===== src/rtl/sc_compare_arbiter.sv =====
// Two-requester arbiter sharing one external comparator.
// IDLE grants a requester, COMPARE drives the comparator, DONE acks.
module sc_compare_arbiter #(
    parameter int NUMBER_DATAWIDTH = 8
) (
    input  logic                        SC_COMPARE_ARBITER_CLOCK_50,
    input  logic                        SC_COMPARE_ARBITER_RESET_InLow,
    input  logic                        SC_COMPARE_ARBITER_req0_In,
    input  logic [NUMBER_DATAWIDTH-1:0] SC_COMPARE_ARBITER_dataA0_InBUS,
    input  logic [NUMBER_DATAWIDTH-1:0] SC_COMPARE_ARBITER_dataB0_InBUS,
    input  logic                        SC_COMPARE_ARBITER_req1_In,
    input  logic [NUMBER_DATAWIDTH-1:0] SC_COMPARE_ARBITER_dataA1_InBUS,
    input  logic [NUMBER_DATAWIDTH-1:0] SC_COMPARE_ARBITER_dataB1_InBUS,
    output logic [NUMBER_DATAWIDTH-1:0] SC_COMPARE_ARBITER_cmpA_OutBUS,
    output logic [NUMBER_DATAWIDTH-1:0] SC_COMPARE_ARBITER_cmpB_OutBUS,
    input  logic                        SC_COMPARE_ARBITER_cmpResult_In,
    output logic                        SC_COMPARE_ARBITER_ack0_Out,
    output logic                        SC_COMPARE_ARBITER_ack1_Out,
    output logic                        SC_COMPARE_ARBITER_result_Out,
    output logic                        SC_COMPARE_ARBITER_grant_Out,
    output logic                        SC_COMPARE_ARBITER_busy_Out
);

    typedef enum logic [1:0] {
        IDLE    = 2'd0,
        COMPARE = 2'd1,
        DONE    = 2'd2
    } state_t;

    state_t                      state, state_nxt;
    logic [NUMBER_DATAWIDTH-1:0] opa, opb;
    logic                        grant, last, result, win, any_req;

    assign any_req = SC_COMPARE_ARBITER_req0_In | SC_COMPARE_ARBITER_req1_In;

    // Tie goes to the requester that did not complete most recently.
    always_comb begin
        win = SC_COMPARE_ARBITER_req1_In;
        if (SC_COMPARE_ARBITER_req0_In && SC_COMPARE_ARBITER_req1_In)
            win = ~last;
    end

    always_ff @(posedge SC_COMPARE_ARBITER_CLOCK_50 or negedge SC_COMPARE_ARBITER_RESET_InLow) begin
        if (!SC_COMPARE_ARBITER_RESET_InLow) state <= IDLE;
        else                                 state <= state_nxt;
    end

    always_comb begin
        state_nxt = IDLE;
        case (state)
            IDLE:    state_nxt = any_req ? COMPARE : IDLE;
            COMPARE: state_nxt = DONE;
            DONE:    state_nxt = IDLE;
            default: state_nxt = IDLE;
        endcase
    end

    always_ff @(posedge SC_COMPARE_ARBITER_CLOCK_50 or negedge SC_COMPARE_ARBITER_RESET_InLow) begin
        if (!SC_COMPARE_ARBITER_RESET_InLow) begin
            opa    <= '0;
            opb    <= '0;
            grant  <= 1'b0;
            result <= 1'b0;
            last   <= 1'b1;
        end else begin
            case (state)
                IDLE: if (any_req) begin
                    // Operands are snapshotted so later input changes cannot disturb the compare.
                    opa   <= win ? SC_COMPARE_ARBITER_dataA1_InBUS : SC_COMPARE_ARBITER_dataA0_InBUS;
                    opb   <= win ? SC_COMPARE_ARBITER_dataB1_InBUS : SC_COMPARE_ARBITER_dataB0_InBUS;
                    grant <= win;
                end
                COMPARE: result <= SC_COMPARE_ARBITER_cmpResult_In;
                DONE:    last   <= grant;
                default: ;
            endcase
        end
    end

    always_comb begin
        SC_COMPARE_ARBITER_ack0_Out = (state == DONE) && !grant;
        SC_COMPARE_ARBITER_ack1_Out = (state == DONE) &&  grant;
        SC_COMPARE_ARBITER_busy_Out = (state != IDLE);
    end

    assign SC_COMPARE_ARBITER_cmpA_OutBUS = opa;
    assign SC_COMPARE_ARBITER_cmpB_OutBUS = opb;
    assign SC_COMPARE_ARBITER_result_Out  = result;
    assign SC_COMPARE_ARBITER_grant_Out   = grant;

endmodule


===== config.mk =====
export PLATFORM = sky130hd
export DESIGN_NAME = sc_compare_arbiter
export DESIGN_NICKNAME = d
export VERILOG_FILES = /design/src/rtl/sc_compare_arbiter.sv
export SDC_FILE = /design/constraint.sdc
export NUM_CORES = 1
export LEC_CHECK = 0
export CORE_MARGIN = 3
export CORE_UTILIZATION = 41
export DETAILED_ROUTE_END_ITERATION = 16
export PLACE_DENSITY = 0.83
export RECOVER_POWER = 25
export SETUP_SLACK_MARGIN = 0.2
export SLEW_MARGIN = 15
export SYNTH_ARGS = -nofsm -noshare
export SYNTH_HDL_FRONTEND = slang
export SYNTH_SLANG_ARGS = --single-unit

===== constraint.sdc =====
create_clock -name SC_COMPARE_ARBITER_CLOCK_50 -period 4.4 [get_ports SC_COMPARE_ARBITER_CLOCK_50]
set_input_delay 0.88 -clock SC_COMPARE_ARBITER_CLOCK_50 [delete_from_list [all_inputs] [get_ports SC_COMPARE_ARBITER_CLOCK_50]]
set_output_delay 0.88 -clock SC_COMPARE_ARBITER_CLOCK_50 [all_outputs]
set_load 0.02 [all_outputs]

Word level (Yosys, flattened, before mapping)
Cells that the tools add are included.
{"block": "totals", "reg_bits": 21}
{"block": "classes", "n_eq_ne": 2, "n_mux": 5, "bitwise": 2, "n_reduce_logical": 7}
{"cell": "8-bit 2-to-1 mux", "count": 2}
{"cell": "2-bit case mux with 2 select lines", "count": 1}
{"cell": "1-bit logical AND", "count": 3}
{"cell": "2-bit by 1-bit equality test with 1-bit output (second input constant)", "count": 1}
{"cell": "2-bit equality test (second input constant)", "count": 1}
{"cell": "2-bit logical NOT", "count": 1}
{"cell": "1-bit 2-to-1 mux", "count": 2}
{"cell": "2-bit AND reduction", "count": 1}
{"cell": "2-bit nonzero test", "count": 1}
{"cell": "1-bit logical NOT", "count": 1}
{"cell": "1-bit NOT", "count": 1}
{"cell": "1-bit OR", "count": 1}

Longest topological paths before layout
Gate-level depths: netlist of run 1.
{"block": "depth", "word_depth": 3, "mapped_depth": 5, "mapped_depth_nobuf": 3}

Worst setup path before layout of run 1
OpenSTA, ideal clock, no wires.
{"block": "synth_timing", "path_kind": "input to register", "start": "input port SC_COMPARE_ARBITER_req1_In", "end": "register opa[0], in the netlist SC_COMPARE_ARBITER_cmpA_OutBUS[0]", "setup_time_ps": 125, "arrival_time_ps": 1866, "t_required_ps": 4275, "slack_ps": 2409, "cell_stages": 5, "path_buffers": 2, "path_cell_list": "a21bo_1 > buf_6 > buf_12 > mux2_4 > mux2_4"}
{"block": "synth_between", "elab_chain_cells": 3, "word_cells_on_any_way": 5, "classes_between": "2 x mux; 1 x bitwise; 2 x reduce/logical"}
{"element": "from (decl)", "line_no": "11", "source": "input logic SC_COMPARE_ARBITER_req1_In,"}
{"element": "1-bit logical AND", "line_no": "39", "source": "if (SC_COMPARE_ARBITER_req0_In && SC_COMPARE_ARBITER_req1_In)"}
{"element": "1-bit 2-to-1 mux", "line_no": "39"}
{"element": "8-bit 2-to-1 mux", "line_no": "69", "source": "opa <= win ? SC_COMPARE_ARBITER_dataA1_InBUS : SC_COMPARE_ARBITER_dataA0_InBUS;"}
{"element": "to (signal assigned)", "line_no": "69"}
{"element": "to (decl)", "line_no": "31", "source": "logic [NUMBER_DATAWIDTH-1:0] opa, opb;"}
Parallel ways exist; a longest one is shown, timed or not.
A chain may end at the register's enable or synchronous reset.

Final worst setup path of run 1
{"block": "layout_timing", "start": "input port SC_COMPARE_ARBITER_req0_In", "end": "register opb[0], in the netlist SC_COMPARE_ARBITER_cmpB_OutBUS[0]"}
{"block": "layout_between", "elab_chain_cells": 3, "word_cells_on_any_way": 5, "classes_between": "2 x mux; 1 x bitwise; 2 x reduce/logical"}
{"element": "from (decl)", "line_no": "8", "source": "input logic SC_COMPARE_ARBITER_req0_In,"}
{"element": "1-bit logical AND", "line_no": "39"}
{"element": "1-bit 2-to-1 mux", "line_no": "39"}
{"element": "8-bit 2-to-1 mux", "line_no": "70", "source": "opb <= win ? SC_COMPARE_ARBITER_dataB1_InBUS : SC_COMPARE_ARBITER_dataB0_InBUS;"}
{"element": "to (signal assigned)", "line_no": "70"}
{"element": "to (decl)", "line_no": "31"}
Parallel ways exist; a longest one is shown, timed or not.

==> results of run 1 <==
## critical path, delay by kind of cell
family | cells | cell delay [ps]
buf+inv | 1 | 480
mux | 1 | 450
simple gates | 2 | 1350
## Yosys cell counts (all sizes together)
| library cell | count |
|---|---|
| nor2 | 4 |
| nand2b | 1 |
| or2 | 1 |
| a21bo | 1 |
| inv | 1 |
| dfrtp | 20 |
| mux2i | 1 |
| mux2 | 33 |
| nor2b | 1 |
| dfstp | 1 |
| buf | 3 |
| a21o | 1 |
## through the flow
step           cell area [um2]  cells
2_1_floorplan             1090     68
3_3_place_gp              1655    152
3_5_place_dp              1655    152
4_1_cts                   1682    156
5_1_grt                   1665    156
6_report                  1665    156
## worst max path at each step
stage | slack, ps | startpoint | end
after floorplan | 2410 | SC_COMPARE_ARBITER_req1_In | SC_COMPARE_ARBITER_cmpA_OutBUS[0]$_DFFE_PN0P_
after global placement | 1600 | SC_COMPARE_ARBITER_req1_In | SC_COMPARE_ARBITER_cmpB_OutBUS[4]$_DFFE_PN0P_
after detailed placement | 1540 | SC_COMPARE_ARBITER_req1_In | SC_COMPARE_ARBITER_cmpB_OutBUS[3]$_DFFE_PN0P_
after CTS | 1870 | SC_COMPARE_ARBITER_req0_In | SC_COMPARE_ARBITER_cmpB_OutBUS[3]$_DFFE_PN0P_
after global routing | 1280 | SC_COMPARE_ARBITER_req0_In | SC_COMPARE_ARBITER_cmpB_OutBUS[1]$_DFFE_PN0P_
final | 1430 | SC_COMPARE_ARBITER_req0_In | SC_COMPARE_ARBITER_cmpB_OutBUS[0]$_DFFE_PN0P_
## power by group
part           internal, mW  total (mW)  switching, mW
logic                 0.357       0.614          0.257
registers             0.294       0.350         0.0555
clock network        0.0352      0.0894         0.0542
total                 0.686        1.05          0.366
## placed cells by master (no fill, tap or decap)
cell	Yosys	final
clkbuf_4	0	3
clkbuf_1	0	1
mux2i_1	1	1
dfrtp_1	20	20
or2_2	1	1
a21bo_1	1	1
inv_1	1	1
nand2b_1	1	1
a21o_1	1	1
nor2b_1	1	1
dlygate4sd3_1	0	2
dfstp_2	1	1
nor2_1	3	4
mux2_4	18	18
mux2_2	15	15
clkdlybuf4s50_1	0	55
## area by class of cell
class | count | area share
repair buffers | 57 | 0.3426
clock buffers | 4 | 0.01578
multi-input cells | 43 | 0.3005
inverters | 1 | 0.002254
well taps | 30 | 0.02254
flip-flops and latches | 21 | 0.3163
## flip-flops by register name, indices dropped and copies added, names as in the netlist
signal,flops
SC_COMPARE_ARBITER_cmpA_OutBUS,8
state,2
last,1
SC_COMPARE_ARBITER_cmpB_OutBUS,8
SC_COMPARE_ARBITER_result_Out,1
SC_COMPARE_ARBITER_grant_Out,1
## metal layers
metal,wire length [um],vias up
met5,0,-
met4,0,0
met3,261,0
met2,1009,43
met1,1012,350
li1,-,357
## kinds of logic after synthesis
family,share of synthesized area
flip-flops,0.4834
buffers and inverters,0.04248
AND/OR/NAND/NOR,0.04594
AO/OA/AOI/OAI,0.01608
multiplexers,0.4122
==> metrics.csv, run 1 <==
metric;value;unit
outcome;finished, violations left;
violations;max-capacitance violations, max-slew violations;
use_met1;0.1902;
ant_nets;0;
drt_iter0_drc;15;
grtUsageMet2;0.2452;
synth_area;1090;um2
maxSlewViolCount;19;
post-route-drc-count;0;
h-tree-depth;1;
cts_resized;0;
dp_hpwl;1729;um
cp.required;4590;ps
cts_made_buffers;3;
fin_crit_sh;0.6746;
nFillCells;200;
multi_input_area;500.5;um2
path_class;primary input to flip-flop;
cts.path.max_buffers;2;
wl;2283;um
use_met3;0.05430;
die_w;57.56;um
gr-max-usage-layer;met2;
finalSetupViolCount;0;
crit_path_start_kind;primary input;
cts_hold_buf;0;
reg2regPathDepth;3;
synthDistinctLibCells;15;
syn-num-nets;105;
first_global_vias;829;
worstHoldStart;state[1]$_DFF_PN0_;
via_per_inst;4.808;
antenna_found_initial;0;
power_density;632.0;nW/um2
crit_slowest_cell;nor2_1;
cts_setup_buffers;0;
hold_viol_final;0;
slowest_delay;1300;ps
holdCritPathClass;flip-flop to flip-flop;
vias;750;
r2r-end;SC_COMPARE_ARBITER_cmpB_OutBUS[0]$_DFFE_PN0P_;
clock-sinks;21;
first_pass_iters;2;
leakagePower;0.7297;nW
place.gp.congestion;0.7145;
r2r_slack;1810;ps
fp.dieH;57.56;um
setup_tns;0;ps
root_buffer;clkbuf_4;
regArea;526.8;um2
synth_area_leader_cell;dfrtp_1;
path_clk_slew;110;ps
total_power;1.053;mW
grt_pass1_wl;3898;um
start_util;0.4359;
worst_pin_slew;1760;ps
row_count;18;
ios;58;
rr_startpoint;state[1]$_DFF_PN0_;
fin_hold_ws;482.1;ps
setup_ws;1432;ps
synth_seq_area_share;0.4834;
fmax;336.9;MHz
fin_util;0.6662;
syn_avg_cell_area;16.03;um2
ys_ff_latch;21;
cp_common_cell;nor2_1;
rsz0062_at_grt;false;
grt_max_degree;22;
finalCriticalPeriod;2968;ps
crit_path_end_kind;flip-flop;
ys_warn_count;0;
area.growth.synth_to_final;52.81;%
finClkSkew;1.275;ps
grt-ovfl-total;0;
wl_per_cell;14.63;um
fp.coreArea;2500;um2
gr-usage-all-layers;0.1495;
synth_area_leaders;dfrtp_1, mux2_4, mux2_2;
clock_latency;290;ps
cp_cell_sequence;clkdlybuf4s50_1, nor2_1, nor2_1, mux2_2;
min_to;state[1]$_DFF_PN0_;
max-vdd-ir-drop;0.0004643;V
cts_tree;built;
dieArea;3313;um2
synth_top_area_share;0.4592;
drv_cap;1;
nets;164;
arrival;3160;ps
holdPathStages;1;
drive_gt1_frac;0.3016;
dpl_worst_slack;1536;ps
port_buffers;57;
syn_inst;68;
relSlewSlack;-0.1777;
crit_path_max_fanout;18;
diodes;0;
No activity file was read; power rests on OpenSTA's default activity.
==> run 2, diff against run 1 <==
--- a/config.mk
+++ b/config.mk
@@ -6,9 +6,9 @@
 export NUM_CORES = 1
 export LEC_CHECK = 0
 export CORE_MARGIN = 3
-export CORE_UTILIZATION = 41
+export CORE_UTILIZATION = 35
 export DETAILED_ROUTE_END_ITERATION = 16
-export PLACE_DENSITY = 0.83
+export PLACE_DENSITY = 0.76
 export RECOVER_POWER = 25
 export SETUP_SLACK_MARGIN = 0.2
 export SLEW_MARGIN = 15
==> constraint.sdc (replaced) <==
create_clock -name SC_COMPARE_ARBITER_CLOCK_50 -period 2.58 [get_ports SC_COMPARE_ARBITER_CLOCK_50]
set_input_delay 0.516 -clock SC_COMPARE_ARBITER_CLOCK_50 [delete_from_list [all_inputs] [get_ports SC_COMPARE_ARBITER_CLOCK_50]]
set_output_delay 0.516 -clock SC_COMPARE_ARBITER_CLOCK_50 [all_outputs]
set_load 0.02 [all_outputs]
==> run 2 against run 1 <==
Compared with the run above:
- the run now ends clean
- core utilization down 7.2 points
- global-route usage decreased by 3.1 points
- sequential cell count did not move
- sequential share of layout area fell by 0.54 points
- non-clock buffer count rose by 2
- via count down 0.80%
- critical path depth down 2
- largest cell class unchanged
- largest power group unchanged
==> metrics.csv, run 2 (synthesized netlist as in run 1, its figures left out) <==
metric;value;unit;change
drive_gt1_frac;0.3125;;was 0.3016
cp_cell_sequence;or2_2, clkdlybuf4s50_1;;was clkdlybuf4s50_1, nor2_1, nor2_1, mux2_2
placedCellCount;155;;was 152
grt_pass1_wl;3263;um;was 3898 um
ios;58;;unchanged
maxSlewViolCount;0;;was 19
final_cell_mix;clkdlybuf4s50_1, dfrtp_1, mux2_4, mux2_2;;was clkdlybuf4s50_1, dfrtp_1, mux2_4, mux2_2, nor2_1
crit_slowest_cell;clkdlybuf4s50_1;;was nor2_1
outcome;finished clean;;was finished, violations left
wl;2155;um;was 2283 um
crit_path_max_fanout;3;;was 18
crit_path_end_kind;primary output;;was flip-flop
via_per_inst;4.679;;was 4.808
grt_max_degree;22;;unchanged
worst_pin_slew;1078;ps;was 1760 ps
final_common_cell;clkdlybuf4s50_1;;unchanged
hold_viol_final;0;;unchanged
clock_latency;290;ps;about the same
fin_hold_ws;479.6;ps;was 482.1 ps
fin_crit_sh;0.8223;;
cp.required;2060;ps;was 4590 ps
slowest_delay;560;ps;was 1300 ps
finClkSkew;3.076;ps;was 1.275 ps
drt_iter0_drc;8;;was 15
dieArea;3819;um2;was 3313 um2
first_pass_iters;3;;was 2
area.growth.synth_to_final;55.45;%;was 52.81%
die_w;61.80;um;was 57.56 um
antenna_found_initial;0;;unchanged
finalCriticalPeriod;2122;ps;
clock-sinks;21;;unchanged
fin_util;0.5939;;was 0.6662
relSlewSlack;0.2814;;was -0.1777
gr-usage-all-layers;0.1185;;was 0.1495
drv_cap;0;;was 1
stdcell_count;159;;was 156
arrival;1610;ps;was 3160 ps
ant_nets;0;;unchanged
cts_hold_buf;0;;unchanged
grt-ovfl-total;0;;unchanged
nFillCells;256;;was 200
pwr-share-clk;0.081;;was 0.085
power_density;1064;nW/um2;was 632.0 nW/um2
cts_resized;0;;unchanged
wl_per_cell;13.55;um;was 14.63 um
p_sw_frac;0.3481;;about the same
row_count;19;;was 18
leakagePower;0.7426;nW;was 0.7297 nW
power.internal;1.175;mW;was 0.6862 mW
crit_path_start_kind;flip-flop;;was primary input
port_buffers;57;;unchanged
combPwrFrac;0.589;;was 0.583
nets;166;;was 164
first_global_vias;793;;was 829
reg2regPathDepth;4;;was 3
max-vdd-ir-drop;0.0005255;V;was 0.0004643 V
cts_made_buffers;3;;unchanged
start_util;0.3820;;was 0.4359
post-route-drc-count;0;;unchanged
finalSetupViolCount;0;;unchanged
root_buffer;clkbuf_4;;unchanged
dp_hpwl;1700;um;was 1729 um
p_switching;0.6276;mW;was 0.3664 mW
vias;744;;was 750
fp.coreArea;2853;um2;was 2500 um2
fmax;471.3;MHz;
fp.dieH;61.80;um;was 57.56 um
setup_tns;0;ps;unchanged
place.gp.congestion;0.7192;;was 0.7145
cts_setup_buffers;0;;unchanged
cts.path.max_buffers;2;;unchanged
path_class;flip-flop to primary output;;was primary input to flip-flop
diodes;0;;unchanged
rsz0062_at_grt;false;;unchanged
path_clk_slew;110;ps;about the same
holdPathStages;1;;unchanged
holdCritPathClass;flip-flop to flip-flop;;unchanged
seqPwrFrac;0.330;;was 0.332
cts_tree;built;;unchanged
h-tree-depth;1;;unchanged
==> run 2: changes by cell type in the layout (fill, tap and decap cells not counted) <==
cell,before,now
clkbuf_1,1,2
buf_4,0,1
nor2_8,0,1
dlygate4sd3_1,2,1
nor2_1,4,3
clkdlybuf4s50_1,55,56
==> run 2: cell type report <==
type | count | area, um2 | area share
multi-input cells | 43 | 516.7 | 0.3050
repair buffers | 59 | 581.8 | 0.3434
clock buffers | 4 | 26.28 | 0.01551
flip-flops and latches | 21 | 526.8 | 0.3109
well taps | 31 | 38.79 | 0.02290
inverters | 1 | 3.754 | 0.002216
==> run 2: per-stage QoR <==
step,area (um2),worst slack [ps],power [mW]
floorplan,1090,953.2,1.248
global placement,1672,452.2,1.659
detailed placement,1672,429.5,1.679
CTS,1698,434.6,1.832
global route,1694,360.4,1.920
finish,1694,458.3,1.803
==> run 2: final timing paths <==
kind	from	slack (ps)	to
max	state[1]$_DFF_PN0_	460	SC_COMPARE_ARBITER_busy_Out
min	state[1]$_DFF_PN0_	480	state[1]$_DFF_PN0_
max reg2reg	last$_DFFE_PN1N_	920	SC_COMPARE_ARBITER_cmpB_OutBUS[2]$_DFFE_PN0P_
min reg2reg	state[1]$_DFF_PN0_	480	state[1]$_DFF_PN0_
max in group asynchronous	SC_COMPARE_ARBITER_RESET_InLow	1000	SC_COMPARE_ARBITER_cmpB_OutBUS[1]$_DFFE_PN0P_
min in group asynchronous	SC_COMPARE_ARBITER_RESET_InLow	940	SC_COMPARE_ARBITER_cmpB_OutBUS[7]$_DFFE_PN0P_
==> run 2: metal layers <==
metal	global-route usage	vias to the layer above	share of wire
met5	0	-	0
met4	0.04545	0	0.0060
met1	0.1304	332	0.41
li1	-	363	-
met2	0.2033	47	0.44
met3	0.04959	2	0.15
==> run 2: power groups by stage <==
stage          Clock (mW)  Combinational (mW)  Sequential (mW)
6_report            0.147                1.06            0.595
5_1_grt             0.173                1.13            0.619
4_1_cts             0.153                1.08            0.598
3_5_place_dp            0                1.08            0.598
3_3_place_gp            0                1.06            0.599
2_1_floorplan           0               0.478            0.770
==> run 2: critical path, delay by kind of cell (launching register included) <==
kind	cells	cell delay [ps]
buf+inv	1	560
flops	1	400
simple gates	1	360
==> patch 1 (config.mk and constraints of run 2) <==
The parameter `NUMBER_DATAWIDTH` goes from 8 to 7.
--- a/src/rtl/sc_compare_arbiter.sv
+++ b/src/rtl/sc_compare_arbiter.sv
@@ -1,7 +1,7 @@
 // Two-requester arbiter sharing one external comparator.
 // IDLE grants a requester, COMPARE drives the comparator, DONE acks.
 module sc_compare_arbiter #(
-    parameter int NUMBER_DATAWIDTH = 8
+    parameter int NUMBER_DATAWIDTH = 7
 ) (
     input  logic                        SC_COMPARE_ARBITER_CLOCK_50,
     input  logic                        SC_COMPARE_ARBITER_RESET_InLow,
Interface: changed (6 resized); port bits go from 58 to 52. No check against the original RTL was run, so the function may have changed too.
==> patch 1 against run 2 <==
  * Core utilization hardly changed
  * Worst setup slack worse by 0.022 ns
  * Cell count is 8.8% lower
  * Wire length is 4.0% lower
  * Critical path depth is 1 higher
  * Die area is 8.6% lower
  * Cell area is 10% lower
  * Sequential cell count is 2 lower
  * Power is 8.4% lower
  * Area after synthesis is 9.5% lower
  * Non-clock buffer count is 7 lower
  * Count of clock-buffer cells in the layout stayed put
  * Combinational power is 9% lower
  * Largest power group unchanged
==> patch 1: results <==
export IMPL_place_gp_congestion=0.597
export IMPL_clk_pin_slew_worst_paths_ns=0.10
export IMPL_cts_path_max_buffers=2
export IMPL_async_reset_ff_frac=1.00
export IMPL_timing_final_crit_share=0.831
export IMPL_grt_pass1_vias=727
export IMPL_firstDrtPassIters=3
export IMPL_syn_num_nets=95
export IMPL_insertion_delay_ns=0.29
export IMPL_max_slew_margin_rel=0.443
export IMPL_ir_drop_mv=0.658
export IMPL_hold_start="state[1]"
export IMPL_cts_root_buf="clkbuf_4"
export IMPL_yosys_warnings=0
export IMPL_min_to="state[1]"
export IMPL_power_share_switching=0.350
export IMPL_cp_max_fo=3
export IMPL_num_vias=671
export IMPL_antenna_found_initial=0
export IMPL_rr_worst_depth=3
export IMPL_drt_total_wl_um=2070
export IMPL_first_iter_violations=8
export IMPL_synthCells=62
export IMPL_hold_class="flop to flop"
export IMPL_status="completed"
export IMPL_cts_made_buffers=3
export IMPL_synth_area_leaders="dfrtp_1, mux2_4, mux2_2, dfstp_2, buf_6"
export IMPL_num_nets_final=149
export IMPL_grt_max_degree=20
export IMPL_fin_skew_ns=0.00527
export IMPL_rrSetupSlack_ns=0.65
export IMPL_placed_cells=141
export IMPL_wl_per_cell_um=14.3
export IMPL_dp_hpwl_um=1640
export IMPL_ys_seq_area_frac=0.484
export IMPL_drive_gt1_frac=0.313
export IMPL_cts_max_level=1
export IMPL_holdPathStages=1
export IMPL_n_antenna_cell=0
export IMPL_cpPeakStageDelay_ns=0.63
export IMPL_io_buffers=51
export IMPL_crit_family="buffers and inverters"
export IMPL_ctsResizeCount=0
export IMPL_reg2reg_from="last"
export IMPL_ys_types=15
export IMPL_grt_usage=0.122
export IMPL_whs_ns=0.493
export IMPL_cp_slowest_cell="clkdlybuf4s50_1"
export IMPL_netlist_top_cells_count="dfrtp_1, mux2_4, mux2_2"
export IMPL_grt_first_pass_wirelength_um=3180
export IMPL_power_leakage_nw=0.673
export IMPL_rr_endpoint="SC_COMPARE_ARBITER_cmpB_OutBUS[1]"
export IMPL_num_fill_cells=237
-- patch 1: changes by cell type after synthesis --
cell	delta
nor2_4	+1
mux2_2	-4
nor2_8	-1
dfrtp_1	-2
-- patch 1: cell type report --
type | count | area (um^2) | area share
Tap cell | 30 | 37.5 | 0.0246
Sequential cell | 19 | 477 | 0.313
Multi-Input combinational cell | 39 | 463 | 0.304
Inverter | 1 | 3.75 | 0.00246
Clock buffer | 4 | 26.3 | 0.0172
Timing Repair Buffer | 52 | 518 | 0.340
-- patch 1: cell families (layout without fill, tap and decap cells) --
logic type,after synthesis,after routing,synth area share
multiplexers,30,30,0.410
buffers and inverters,4,57,0.0469
AO/OA/AOI/OAI,2,2,0.0178
AND/OR/NAND/NOR,7,7,0.0419
flip-flops,19,19,0.484
-- patch 1: per-layer routing --
| metal | up-vias | track usage | part of all wire |
|---|---|---|---|
| li1 | 322 | - | - |
| met1 | 312 | 0.144 | 0.40 |
| met2 | 37 | 0.203 | 0.47 |
| met3 | 0 | 0.0545 | 0.13 |
| met4 | 0 | 0.0291 | 0 |
| met5 | - | 0 | 0 |
-- patch 1: power groups by stage --
stage	Combinational, W	Sequential (W)	Clock, W
after floorplan	0.000433	0.000694	0
after global placement	0.000961	0.000541	0
after detailed placement	0.000981	0.000542	0
after CTS	0.000983	0.000541	0.000151
after global routing	0.00102	0.000561	0.000169
final	0.000968	0.000539	0.000144
-- patch 1: worst max path at each step --
| stage | from | endpoint | cells after the start | slack (ns) |
|---|---|---|---|---|
| floorplan | SC_COMPARE_ARBITER_req1_In | SC_COMPARE_ARBITER_cmpA_OutBUS[0] | 5 | 0.96 |
| global placement | SC_COMPARE_ARBITER_req1_In | SC_COMPARE_ARBITER_cmpB_OutBUS[1] | 4 | 0.21 |
| detailed placement | SC_COMPARE_ARBITER_req1_In | SC_COMPARE_ARBITER_cmpB_OutBUS[2] | 4 | 0.13 |
| CTS | state[0] | SC_COMPARE_ARBITER_ack1_Out | 3 | 0.42 |
| global route | state[0] | SC_COMPARE_ARBITER_ack1_Out | 3 | 0.30 |
| finish | state[0] | SC_COMPARE_ARBITER_ack1_Out | 3 | 0.44 |
-- patch 1: metrics by stage --
stage               setup slack, ns  total power, W  area (um^2)
finish                        0.437         0.00165         1530
floorplan                     0.960         0.00113          986
global route                  0.302         0.00175         1530
CTS                           0.421         0.00167         1530
global placement              0.207         0.00150         1500
detailed placement            0.131         0.00152         1500
==> patch 2 (settings of run 2) <==
Made on the original files. Encoding of `state_t`: now one-hot (3 bits for 3 states).
--- a/src/rtl/sc_compare_arbiter.sv
+++ b/src/rtl/sc_compare_arbiter.sv
@@ -21,10 +21,10 @@
     output logic                        SC_COMPARE_ARBITER_busy_Out
 );
 
-    typedef enum logic [1:0] {
-        IDLE    = 2'd0,
-        COMPARE = 2'd1,
-        DONE    = 2'd2
+    typedef enum logic [2:0] {
+        IDLE    = 3'b001,
+        COMPARE = 3'b010,
+        DONE    = 3'b100
     } state_t;
 
     state_t                      state, state_nxt;
Function: same outputs for any inputs over 10 cycles, from zero or initial values and one cycle with SC_COMPARE_ARBITER_RESET_InLow low; not proved beyond that.
==> patch 2 against run 2 <==
  * Clock skew rose by 0.00093 ns
  * Critical path depth is 1 higher
  * Die area fell by 3.2%
  * Wire length rose by 27%
  * Cell area decreased by 1.4%
  * Maximum frequency fell by 6.3%
  * Clock power is 26% higher
  * Power up 8.1%
  * Sequential power is 7.6% higher
  * Area after synthesis fell by 3.6%
  * Worst setup slack lost 0.14 ns
  * Sequential cell count up 1
  * Critical path type unchanged
==> patch 2: results <==
export IMPL_grt_max_degree=23
export IMPL_grt_first_pass_wirelength_um=4310
export IMPL_avgSynthCellArea_um2=13.3
export IMPL_placed_cells=162
export IMPL_use_met2=0.253
export IMPL_fin_skew_ns=0.00400
export IMPL_wl_met1_um=1130
export IMPL_grt_usage=0.156
export IMPL_insertion_delay_ns=0.30
export IMPL_firstDrtPassIters=4
export IMPL_drive_gt1_frac=0.148
export IMPL_num_fill_cells=248
export IMPL_rr_worst_depth=3
export IMPL_power_share_switching=0.388
export IMPL_status="completed"
export IMPL_first_iter_violations=35
export IMPL_power_sequential_w=0.000640
export IMPL_ir_drop_mv=0.727
export IMPL_rrSetupSlack_ns=0.86
export IMPL_wl_per_cell_um=16.5
export IMPL_drc=0
export IMPL_busiest_layer="met2"
export IMPL_cts_made_buffers=3
export IMPL_met3_usage=0.0532
export IMPL_cts_max_level=1
export IMPL_cp_max_fo=4
export IMPL_reg2reg_from="last"
export IMPL_yosys_warnings=0
export IMPL_switching_power_w=0.000757
export IMPL_power_top_consumer="combinational logic"
export IMPL_cts_path_max_buffers=2
export IMPL_synthFlopType="dfrtp_1"
export IMPL_startpoint="state[0]"
export IMPL_hold_class="flop to flop"
export IMPL_grt_pass1_vias=945
export IMPL_instances_no_fill=166
export IMPL_postCtsSetupRepairBufs=0
export IMPL_max_slew_margin_rel=0.234
export IMPL_dr_wl_met2_um=1400
export IMPL_highest_layer="met4"
export IMPL_antenna_found_initial=0
export IMPL_rr_endpoint="SC_COMPARE_ARBITER_cmpA_OutBUS[2]"
export IMPL_place_gp_congestion=0.736
export IMPL_comb_power_w=0.00112
export IMPL_grt_util_met1=0.201
export IMPL_dr_wl_met3_um=196
export IMPL_ys_types=21
export IMPL_async_reset_ff_frac=1.00
export IMPL_num_vias=932
export IMPL_dpl_worst_slack_ns=0.218
export IMPL_placed_area_um2=1640
export IMPL_ctsResizeCount=0
export IMPL_synth_area_leaders="dfrtp_1, o32ai_1, a2bb2oi_2, a2bb2oi_1, dfstp_2"
export IMPL_syn_num_nets=116
export IMPL_arrival_ns=1.75
export IMPL_netlist_top_cells_count="dfrtp_1, o32ai_1, a2bb2oi_1, a2bb2oi_2, nor2_1"
export IMPL_power_leakage_nw=0.642
export IMPL_dp_hpwl_um=2080
export IMPL_ys_seq_area_frac=0.526
export IMPL_finalCriticalPeriod_ns=2.26
-- patch 2: cell count changes in the layout (fill, tap and decap cells not counted), sizes merged, moves of 2 or more --
cell,change
mux2,-32
o32ai,+16
nand2,+2
inv,+2
a2bb2oi,+16
nor3b,+2
-- patch 2: layout make-up --
type	instances	area (um^2)	share of cell area
flip-flops and latches	22	553	0.331
clock buffers	4	36.3	0.0217
repair buffers	59	582	0.348
well taps	31	38.8	0.0232
inverters	3	11.3	0.00674
multi-input cells	47	449	0.269
-- patch 2: cells by family (layout without fill, tap and decap cells) --
logic type,after synthesis,after routing,share of synthesized area
mux,1,1,0.0107
simple gates,11,11,0.0774
buf+inv,10,66,0.0464
compound gates,35,35,0.339
flops,22,22,0.526
-- patch 2: worst min-delay path by stage --
stage | from | endpoint | slack (ns) | depth (start not counted)
final | SC_COMPARE_ARBITER_result_Out | SC_COMPARE_ARBITER_result_Out | 0.53 | 1
after global routing | SC_COMPARE_ARBITER_result_Out | SC_COMPARE_ARBITER_result_Out | 0.55 | 1
after CTS | SC_COMPARE_ARBITER_result_Out | SC_COMPARE_ARBITER_result_Out | 0.54 | 1
after detailed placement | SC_COMPARE_ARBITER_result_Out | SC_COMPARE_ARBITER_result_Out | 0.51 | 1
after global placement | SC_COMPARE_ARBITER_result_Out | SC_COMPARE_ARBITER_result_Out | 0.49 | 1
after floorplan | SC_COMPARE_ARBITER_RESET_InLow | SC_COMPARE_ARBITER_cmpA_OutBUS[0] | 0.22 | 0
-- patch 2: worst max-delay path, cell delays in order (launching register included) --
cell and delay [ns]:
dfstp_2 0.56, nor3b_4 0.21, inv_2 0.11, clkdlybuf4s50_1 0.56
